File: config.mk
export PLATFORM = sky130hd
export DESIGN_NAME = reg_wb_arbiter
export DESIGN_NICKNAME = d
export VERILOG_FILES = /design/src/rtl/reg_wb_arbiter.sv
export SDC_FILE = /design/constraint.sdc
export NUM_CORES = 1
export LEC_CHECK = 0
export CAP_MARGIN = 30
export CORE_ASPECT_RATIO = 1.1
export CORE_MARGIN = 1.5
export CORE_UTILIZATION = 42
export DETAILED_ROUTE_END_ITERATION = 16
export PLACE_DENSITY = 0.95
export SLEW_MARGIN = 30
export SYNTH_ARGS = -nofsm -noshare
export SYNTH_HDL_FRONTEND = slang
export SYNTH_SLANG_ARGS = --single-unit
File: constraint.sdc
create_clock -name Clk -period 2.6 [get_ports Clk]
set_input_delay 0.65 -clock Clk [delete_from_list [all_inputs] [get_ports Clk]]
set_output_delay 0.65 -clock Clk [all_outputs]
set_load 0.02 [all_outputs]
File: src/rtl/reg_wb_arbiter.sv
// Write-back arbiter: merges two write-back requesters (ALU and load) into a
// single registered register-file write port, using round-robin priority
// when both requesters collide. It also provides a hazard probe on the
// in-flight write.
module reg_wb_arbiter (
    input  logic        Clk,
    input  logic        Rst_n,
    input  logic        AReq,
    input  logic [4:0]  AAddr,
    input  logic [31:0] AData,
    output logic        AGnt,
    input  logic        BReq,
    input  logic [4:0]  BAddr,
    input  logic [31:0] BData,
    output logic        BGnt,
    input  logic        Hold,
    input  logic [4:0]  ChkAddr,
    output logic        ChkHit,
    output logic        RegWrite,
    output logic [4:0]  RegWrAddr,
    output logic [31:0] RegWrData,
    output logic [15:0] WrCount
);

    // prio_q: 0 favours A, 1 favours B; only consulted when both request
    logic        prio_q, prio_d;
    logic        reg_write_q, reg_write_d;
    logic [4:0]  reg_wr_addr_q, reg_wr_addr_d;
    logic [31:0] reg_wr_data_q, reg_wr_data_d;
    logic [15:0] wr_count_q, wr_count_d;
    logic        a_gnt, b_gnt;

    // Grant decode: one-hot or zero; gated by reset and Hold so nothing is
    // accepted while the pipeline is frozen or the block is in reset
    always_comb begin
        a_gnt = 1'b0;
        b_gnt = 1'b0;
        if (Rst_n && !Hold) begin
            if (AReq && BReq) begin
                if (prio_q) begin
                    b_gnt = 1'b1;
                end else begin
                    a_gnt = 1'b1;
                end
            end else if (AReq) begin
                a_gnt = 1'b1;
            end else if (BReq) begin
                b_gnt = 1'b1;
            end
        end
    end

    // Next-state: load the output stage from the winner; r0 writes are
    // accepted but produce no RegWrite pulse
    always_comb begin
        prio_d        = prio_q;
        reg_write_d   = 1'b0;
        reg_wr_addr_d = reg_wr_addr_q;
        reg_wr_data_d = reg_wr_data_q;
        wr_count_d    = wr_count_q;
        if (a_gnt) begin
            reg_wr_addr_d = AAddr;
            reg_wr_data_d = AData;
            reg_write_d   = (AAddr != 5'd0);
            prio_d        = 1'b1;
        end else if (b_gnt) begin
            reg_wr_addr_d = BAddr;
            reg_wr_data_d = BData;
            reg_write_d   = (BAddr != 5'd0);
            prio_d        = 1'b0;
        end
        if (reg_write_d && (wr_count_q != 16'hFFFF)) begin
            wr_count_d = wr_count_q + 16'd1;
        end
    end

    // State registers; async reset also cancels any pending write pulse
    always_ff @(posedge Clk or negedge Rst_n) begin
        if (!Rst_n) begin
            prio_q        <= 1'b0;
            reg_write_q   <= 1'b0;
            reg_wr_addr_q <= 5'd0;
            reg_wr_data_q <= 32'd0;
            wr_count_q    <= 16'd0;
        end else begin
            prio_q        <= prio_d;
            reg_write_q   <= reg_write_d;
            reg_wr_addr_q <= reg_wr_addr_d;
            reg_wr_data_q <= reg_wr_data_d;
            wr_count_q    <= wr_count_d;
        end
    end

    assign AGnt      = a_gnt;
    assign BGnt      = b_gnt;
    assign RegWrite  = reg_write_q;
    assign RegWrAddr = reg_wr_addr_q;
    assign RegWrData = reg_wr_data_q;
    assign WrCount   = wr_count_q;
    // Hazard only while a real write is in flight; r0 never hazards
    assign ChkHit    = reg_write_q && (ChkAddr == reg_wr_addr_q) && (ChkAddr != 5'd0);

endmodule
==> impl_metrics.yaml, run 1 <==
worst_setup_path:
  cp.required_ps: 1950
  worstSetupStartpointType: "input port"
  reg2reg_slack_ps: 540
  crit_type: "input port to output pin"
  crit_path_cell_trace: "clkdlybuf4s50_1 -> nor3_1 -> a21oi_1 -> nor4_1 -> and3_1 -> buf_2"
  cpPeakStageDelay_ps: 420
  worstPathArrival_ps: 1870
  crit_slowest_cell: "clkdlybuf4s50_1"
  critPathMaxFanout: 2
  crit_buf_inv: 2
  cp_top_family: "simple AND/OR/NAND/NOR gates"
  worstSetupEndpointType: "output pin"
synth:
  synth_area_leaders: "dfrtp_1, nand2_1, a31oi_1"
  yosys_register_bits: 55
  synthCells: 293
  synth_top_area_share_pct: 52.1
  synth-edff-count: 0
  yosysTopAreaCell: "dfrtp_1"
  yosysSeqAreaShare_pct: 52.1
  synthFlopType: "dfrtp_1"
  ys_warn_count: 0
  syn-mean-instance-area_sq_um: 9.02
  synth_area_sq_mm: 0.00264
  synthArstFlopShare_pct: 100
  ys_types: 32
  syn_nets: 378
routing:
  drt_iter0_drc: 87
  viasPerCell: 5.13
  ant_nets: 0
  vias: 2665
  drtPass1Iterations: 4
  wl_per_cell_um: 15.1
  wl_um: 7860
  drc: 0
cells_and_area:
  instances_no_fill: 520
  drive_above_1_share_pct: 7.50
  final_cell_area_sq_mm: 0.00433
  syn_to_final_growth_pct: 63.8
  antenna_cells: 0
  finalNetCount: 524
sta:
  period_share_pct: 97.0
  slew_headroom_pct: 53.2
  drv_slew: 0
  fin_crit_ps: 2520
  hold_viol: 0
  worstMarginPinSlew_ps: 702
  setup_viol_count_final: 0
  rsz0062_at_grt: "no"
  max_freq_ghz: 0.397
  skew_ps: 6.62
grt:
  grt-ovfl-total: 0
  grt_max_degree: 56
  grt_pass1_wl_um: 12800
  antenna_found_initial: 0
  grtUsageTotal_pct: 23.7
  first_global_vias: 2721
floorplanning:
  die_x_um: 78.6
  die_height_um: 86.2
  die-area_sq_mm: 0.00678
  design.core.area_sq_mm: 0.00612
  rows: 30
  pin_count: 141
  start_util_pct: 43.2
clock_tree:
  clk_pin_slew_worst_paths_ps: 100
  cts_buffer_depth: 2
  cts_tree: "yes"
  clk-insertion-delay-late_ps: 300
  cts_made_buffers: 5
  clock-root-buffer: "clkbuf_8"
  cts_sinks: 55
  ctsHoldBuffers: 0
  h-tree-depth: 2
place:
  io_buffer_count: 140
  dp_hpwl_um: 5860
  placed_area_sq_mm: 0.00422
  dp.cells: 512
  place_congestion: 0.833
job:
  maxCapViolCount: 0
power_and_ir_drop:
  ir_worst_vdd_mv: 0.519
  p_int_mw: 1.80
  cellPowerDensity_mw_per_mm2: 611
  p_leak_nw: 1.87
  swShare_pct: 32.0
  clkPwrFrac_pct: 21.9
  p_seq_share_pct: 42.9
  netSwitchingPower_mw: 0.845
  p_comb_share_pct: 35.1
min_path:
  hold_class: "input port to async pin"
outcome:
  status: "completed"
[cells in the final DEF (no fill, tap or decap), types with 2 or more instances in the layout]
master | Yosys | layout
nor2_1 | 44 | 44
nor3_1 | 7 | 7
clkbuf_8 | 0 | 6
dfrtp_1 | 55 | 55
nand3_1 | 7 | 6
mux2_1 | 3 | 3
a21oi_1 | 6 | 6
a31oi_1 | 34 | 34
nor4b_2 | 2 | 2
dlygate4sd2_1 | 0 | 2
buf_12 | 0 | 2
buf_2 | 0 | 2
clkdlybuf4s50_1 | 0 | 136
xnor2_1 | 2 | 2
nor4_1 | 3 | 3
inv_1 | 2 | 2
xor2_1 | 14 | 14
nand2b_1 | 3 | 3
nand2_1 | 71 | 71
or4_1 | 2 | 2
buf_4 | 1 | 13
and3_1 | 2 | 2
mux2i_1 | 4 | 4
nand4_1 | 5 | 5
[power by group through the flow]
stage / clock (mW) / sequential [mW] / combinational (mW)
after floorplan: 0 / 1.31 / 0.232
after global placement: 0 / 1.14 / 0.905
after detailed placement: 0 / 1.15 / 0.933
after CTS: 0.599 / 1.13 / 0.936
after global routing: 0.629 / 1.16 / 0.994
final: 0.580 / 1.14 / 0.929
[cells by family after synthesis]
logic type,count (synthesis),synth area share (%)
adders and majority gates,1,0.473
buffers and inverters,19,2.84
and+or+nand+nor,152,26.5
muxes,7,2.79
xor gates and xnor gates,16,5.30
AOI/OAI and AO/OA,43,10.0
DFF,55,52.1
[worst register-to-register path, delay by kind of cell (launching register included)]
kind	cells	cell delay, ps
DFF	1	430
adders and majority gates	1	260
and+or+nand+nor	4	940
muxes	1	330
[sequential cells by signal, summed over array words and instances, names as in the netlist]
| register | cells |
|---|---|
| RegWrData | 32 |
| prio_q | 1 |
| RegWrite | 1 |
| RegWrAddr | 5 |
| WrCount | 16 |
[synth_stat cells, drive strengths merged, types with 3 or more instances]
library cell	n
nor3	7
a21oi	6
buf	4
mux2i	4
nand2b	3
nand2	71
nand3	7
clkbuf	12
nor4b	3
nor2	44
inv	3
mux2	3
nor4	5
xor2	14
nand4	5
a31oi	34
dfrtp	55
[final timing paths]
| kind | from | to | cells after the start |
|---|---|---|---|
| min | Rst_n | WrCount[2] | 2 |
| max | ChkAddr[4] | ChkHit | 6 |
| min reg2reg | WrCount[9] | WrCount[9] | 1 |
| min in group Clk | WrCount[9] | WrCount[9] | 1 |
| max reg2reg | WrCount[0] | WrCount[14] | 6 |
| max in group asynchronous | Rst_n | RegWrData[5] | 2 |
[layer usage]
| metal | track usage (%) | up-vias | share of wire (%) |
|---|---|---|---|
| met3 | 4.21 | 15 | 6.3 |
| li1 | - | 1295 | - |
| met1 | 27.9 | 1257 | 41 |
| met5 | 0 | - | 0 |
| met2 | 44.2 | 98 | 51 |
| met4 | 6.66 | 0 | 1.8 |
[what timing repair did]
item	in CTS	in global routing
endpoints found under the setup margin	3	0
buffers inserted	0	0
resized for setup	6	0
[layout make-up]
type / instances / area, sq um
fill: 453 / 1790
timing repair buffer: 155 / 1530
sequential: 55 / 1380
multi-input combinational: 219 / 1200
tap: 80 / 100
clock buffer: 6 / 82.6
clock inverter: 2 / 35.0
inverter: 3 / 11.3
[through the flow]
step	hold slack (ps)	TNS, ps	worst slack, ps	util [%]	power (mW)
floorplan	354	0	504	-	1.54
global placement	492	-531	-367	69.0	2.04
detailed placement	489	-575	-384	69.0	2.08
CTS	505	0	60.3	70.8	2.67
global route	521	0	24.6	70.8	2.78
finish	469	0	78.9	70.8	2.64
Power figures use the tool's default switching activity.
==> run 2: changes to the inputs <==
==> constraint.sdc (replaced) <==
create_clock -name Clk -period 2.6 [get_ports Clk]
set_input_delay 0.26 -clock Clk [delete_from_list [all_inputs] [get_ports Clk]]
set_output_delay 0.26 -clock Clk [all_outputs]
set_load 0.02 [all_outputs]
==> run 2 against run 1 <==
Net effect: setup slack gained 240 ps; core utilization shrank 1.4 points; combinational power shrank 2%; flip-flop and latch count is the same; die area is the same; non-clock buffer count shrank 10; clock-buffer cell count shrank 1; clock skew grew 0.97 ps; power shrank 1.4%; worst hold slack lost 360 ps; sequential share of layout area grew 0.64 points; clock power shrank 3.4%; largest cell class unchanged; highest routed layer unchanged.
==> impl_metrics.yaml, run 2 (synthesis results as in run 1) <==
clock_tree:
  cts_sinks: 55
  h-tree-depth: 2
  clk_pin_slew_worst_paths_ps: 100
  cts_buffer_depth: 2
  clock-root-buffer: "clkbuf_8"
  cts_tree: "yes"
  clk-insertion-delay-late_ps: 300
  cts_resized: 0
  ctsHoldBuffers: 0
  cts_made_buffers: 5
  cts_setup_buffers: 0
floorplanning:
  start_util_pct: 43.2
  pin_count: 141
  die_height_um: 86.2
  design.core.area_sq_mm: 0.00612
  rows: 30
  die-area_sq_mm: 0.00678
  die_x_um: 78.6
grt:
  grtUsageTotal_pct: 23.2
  grt_pass1_wl_um: 12400
  antenna_found_initial: 0
  first_global_vias: 2608
  grt-ovfl-total: 0
  grt_max_degree: 56
sta:
  slew_headroom_pct: 54.2
  period_share_pct: 87.7
  max_freq_ghz: 0.439
  setup_viol_count_final: 0
  setup_total_negative_slack_ps: 0
  drv_slew: 0
  hold_viol: 0
  rsz0062_at_grt: "no"
  skew_ps: 7.59
  setup_ws_ps: 320
  worstMarginPinSlew_ps: 688
  holdWs_ps: 110
  fin_crit_ps: 2280
cells_and_area:
  syn_to_final_growth_pct: 60.6
  finish.utilization_pct: 69.4
  n_fill_cell: 463
  largest_reg_flops: 32
  finalNetCount: 514
  drive_above_1_share_pct: 5.12
  antenna_cells: 0
  final_cell_mix: "clkdlybuf4s50_1, nand2_1, dfrtp_1"
  final_common_cell: "clkdlybuf4s50_1"
  instances_no_fill: 510
power_and_ir_drop:
  ir_worst_vdd_mv: 0.653
  p_leak_nw: 1.80
  cellPowerDensity_mw_per_mm2: 614
place:
  dpl_worst_slack_ps: 236
  place_congestion: 0.864
  dp_hpwl_um: 5720
  dp.cells: 502
  io_buffer_count: 140
worst_setup_path:
  cp.required_ps: 2340
  worstSetupStartpointType: "register"
  crit_type: "register to output pin"
  reg2reg_slack_ps: 570
  reg2regPathDepth: 6
  worstPathArrival_ps: 2020
  worstSetupEndpointType: "output pin"
  critPathMaxFanout: 4
routing:
  drt_iter0_drc: 158
  drc: 0
  wl_um: 7750
  wl_per_cell_um: 15.2
  viasPerCell: 5.16
  vias: 2631
  drtPass1Iterations: 7
  ant_nets: 0
job:
  maxCapViolCount: 0
outcome:
  status: "completed"
min_path:
  hold_class: "input port to async pin"
## run 2: cell types whose count changed in the layout (fill, tap and decap cells not counted), sizes merged
cell and change:
dlygate4sd2 -2, buf -11, clkbuf -1, clkinv +1, clkdlybuf4s50 +3
## run 2: per-stage QoR
| step | instance area, sq um | total power, mW |
|---|---|---|
| after floorplan | 2640 | 1.54 |
| after global placement | 4130 | 2.03 |
| after detailed placement | 4130 | 2.06 |
| after CTS | 4250 | 2.63 |
| after global routing | 4250 | 2.74 |
| final | 4250 | 2.61 |
## run 2: worst paths after layout
| check | from | endpoint |
|---|---|---|
| max | RegWrAddr[2] | ChkHit |
| min | Rst_n | RegWrData[7] |
| max reg2reg | WrCount[0] | WrCount[14] |
| min reg2reg | WrCount[9] | WrCount[9] |
| max in group asynchronous | Rst_n | RegWrData[3] |
| min in group Clk | Rst_n | prio_q |
## run 2: per-layer routing
metal / GRT usage (%) / vias up / wire length, um
met5: 0 / - / 0
met4: 7.79 / 0 / 177
met3: 3.89 / 17 / 554
met2: 41.3 / 107 / 3940
met1: 28.5 / 1223 / 3080
li1: - / 1284 / -
## run 2: report_power, final
group | total (mW) | switching, mW | internal [mW]
Sequential | 1.14 | 0.136 | 1.00
Combinational | 0.910 | 0.435 | 0.474
Clock | 0.560 | 0.273 | 0.287
## run 2: critical path, stage by stage (launching register included)
cell,delay (ps)
dfrtp_1,430
nor4_1,80
nor3_1,140
a21oi_1,50
nor4_1,240
and3_1,180
clkdlybuf4s50_1,600
## run 2: final cells by class
| cell class | count | area, sq um | area share [%] |
|---|---|---|---|
| Timing Repair Buffer | 145 | 1450 | 34.1 |
| Sequential cell | 55 | 1380 | 32.4 |
| Multi-Input combinational cell | 219 | 1200 | 28.2 |
| Tap cell | 80 | 100 | 2.36 |
| Clock buffer | 5 | 68.8 | 1.62 |
| Clock inverter | 3 | 43.8 | 1.03 |
| Inverter | 3 | 11.3 | 0.265 |
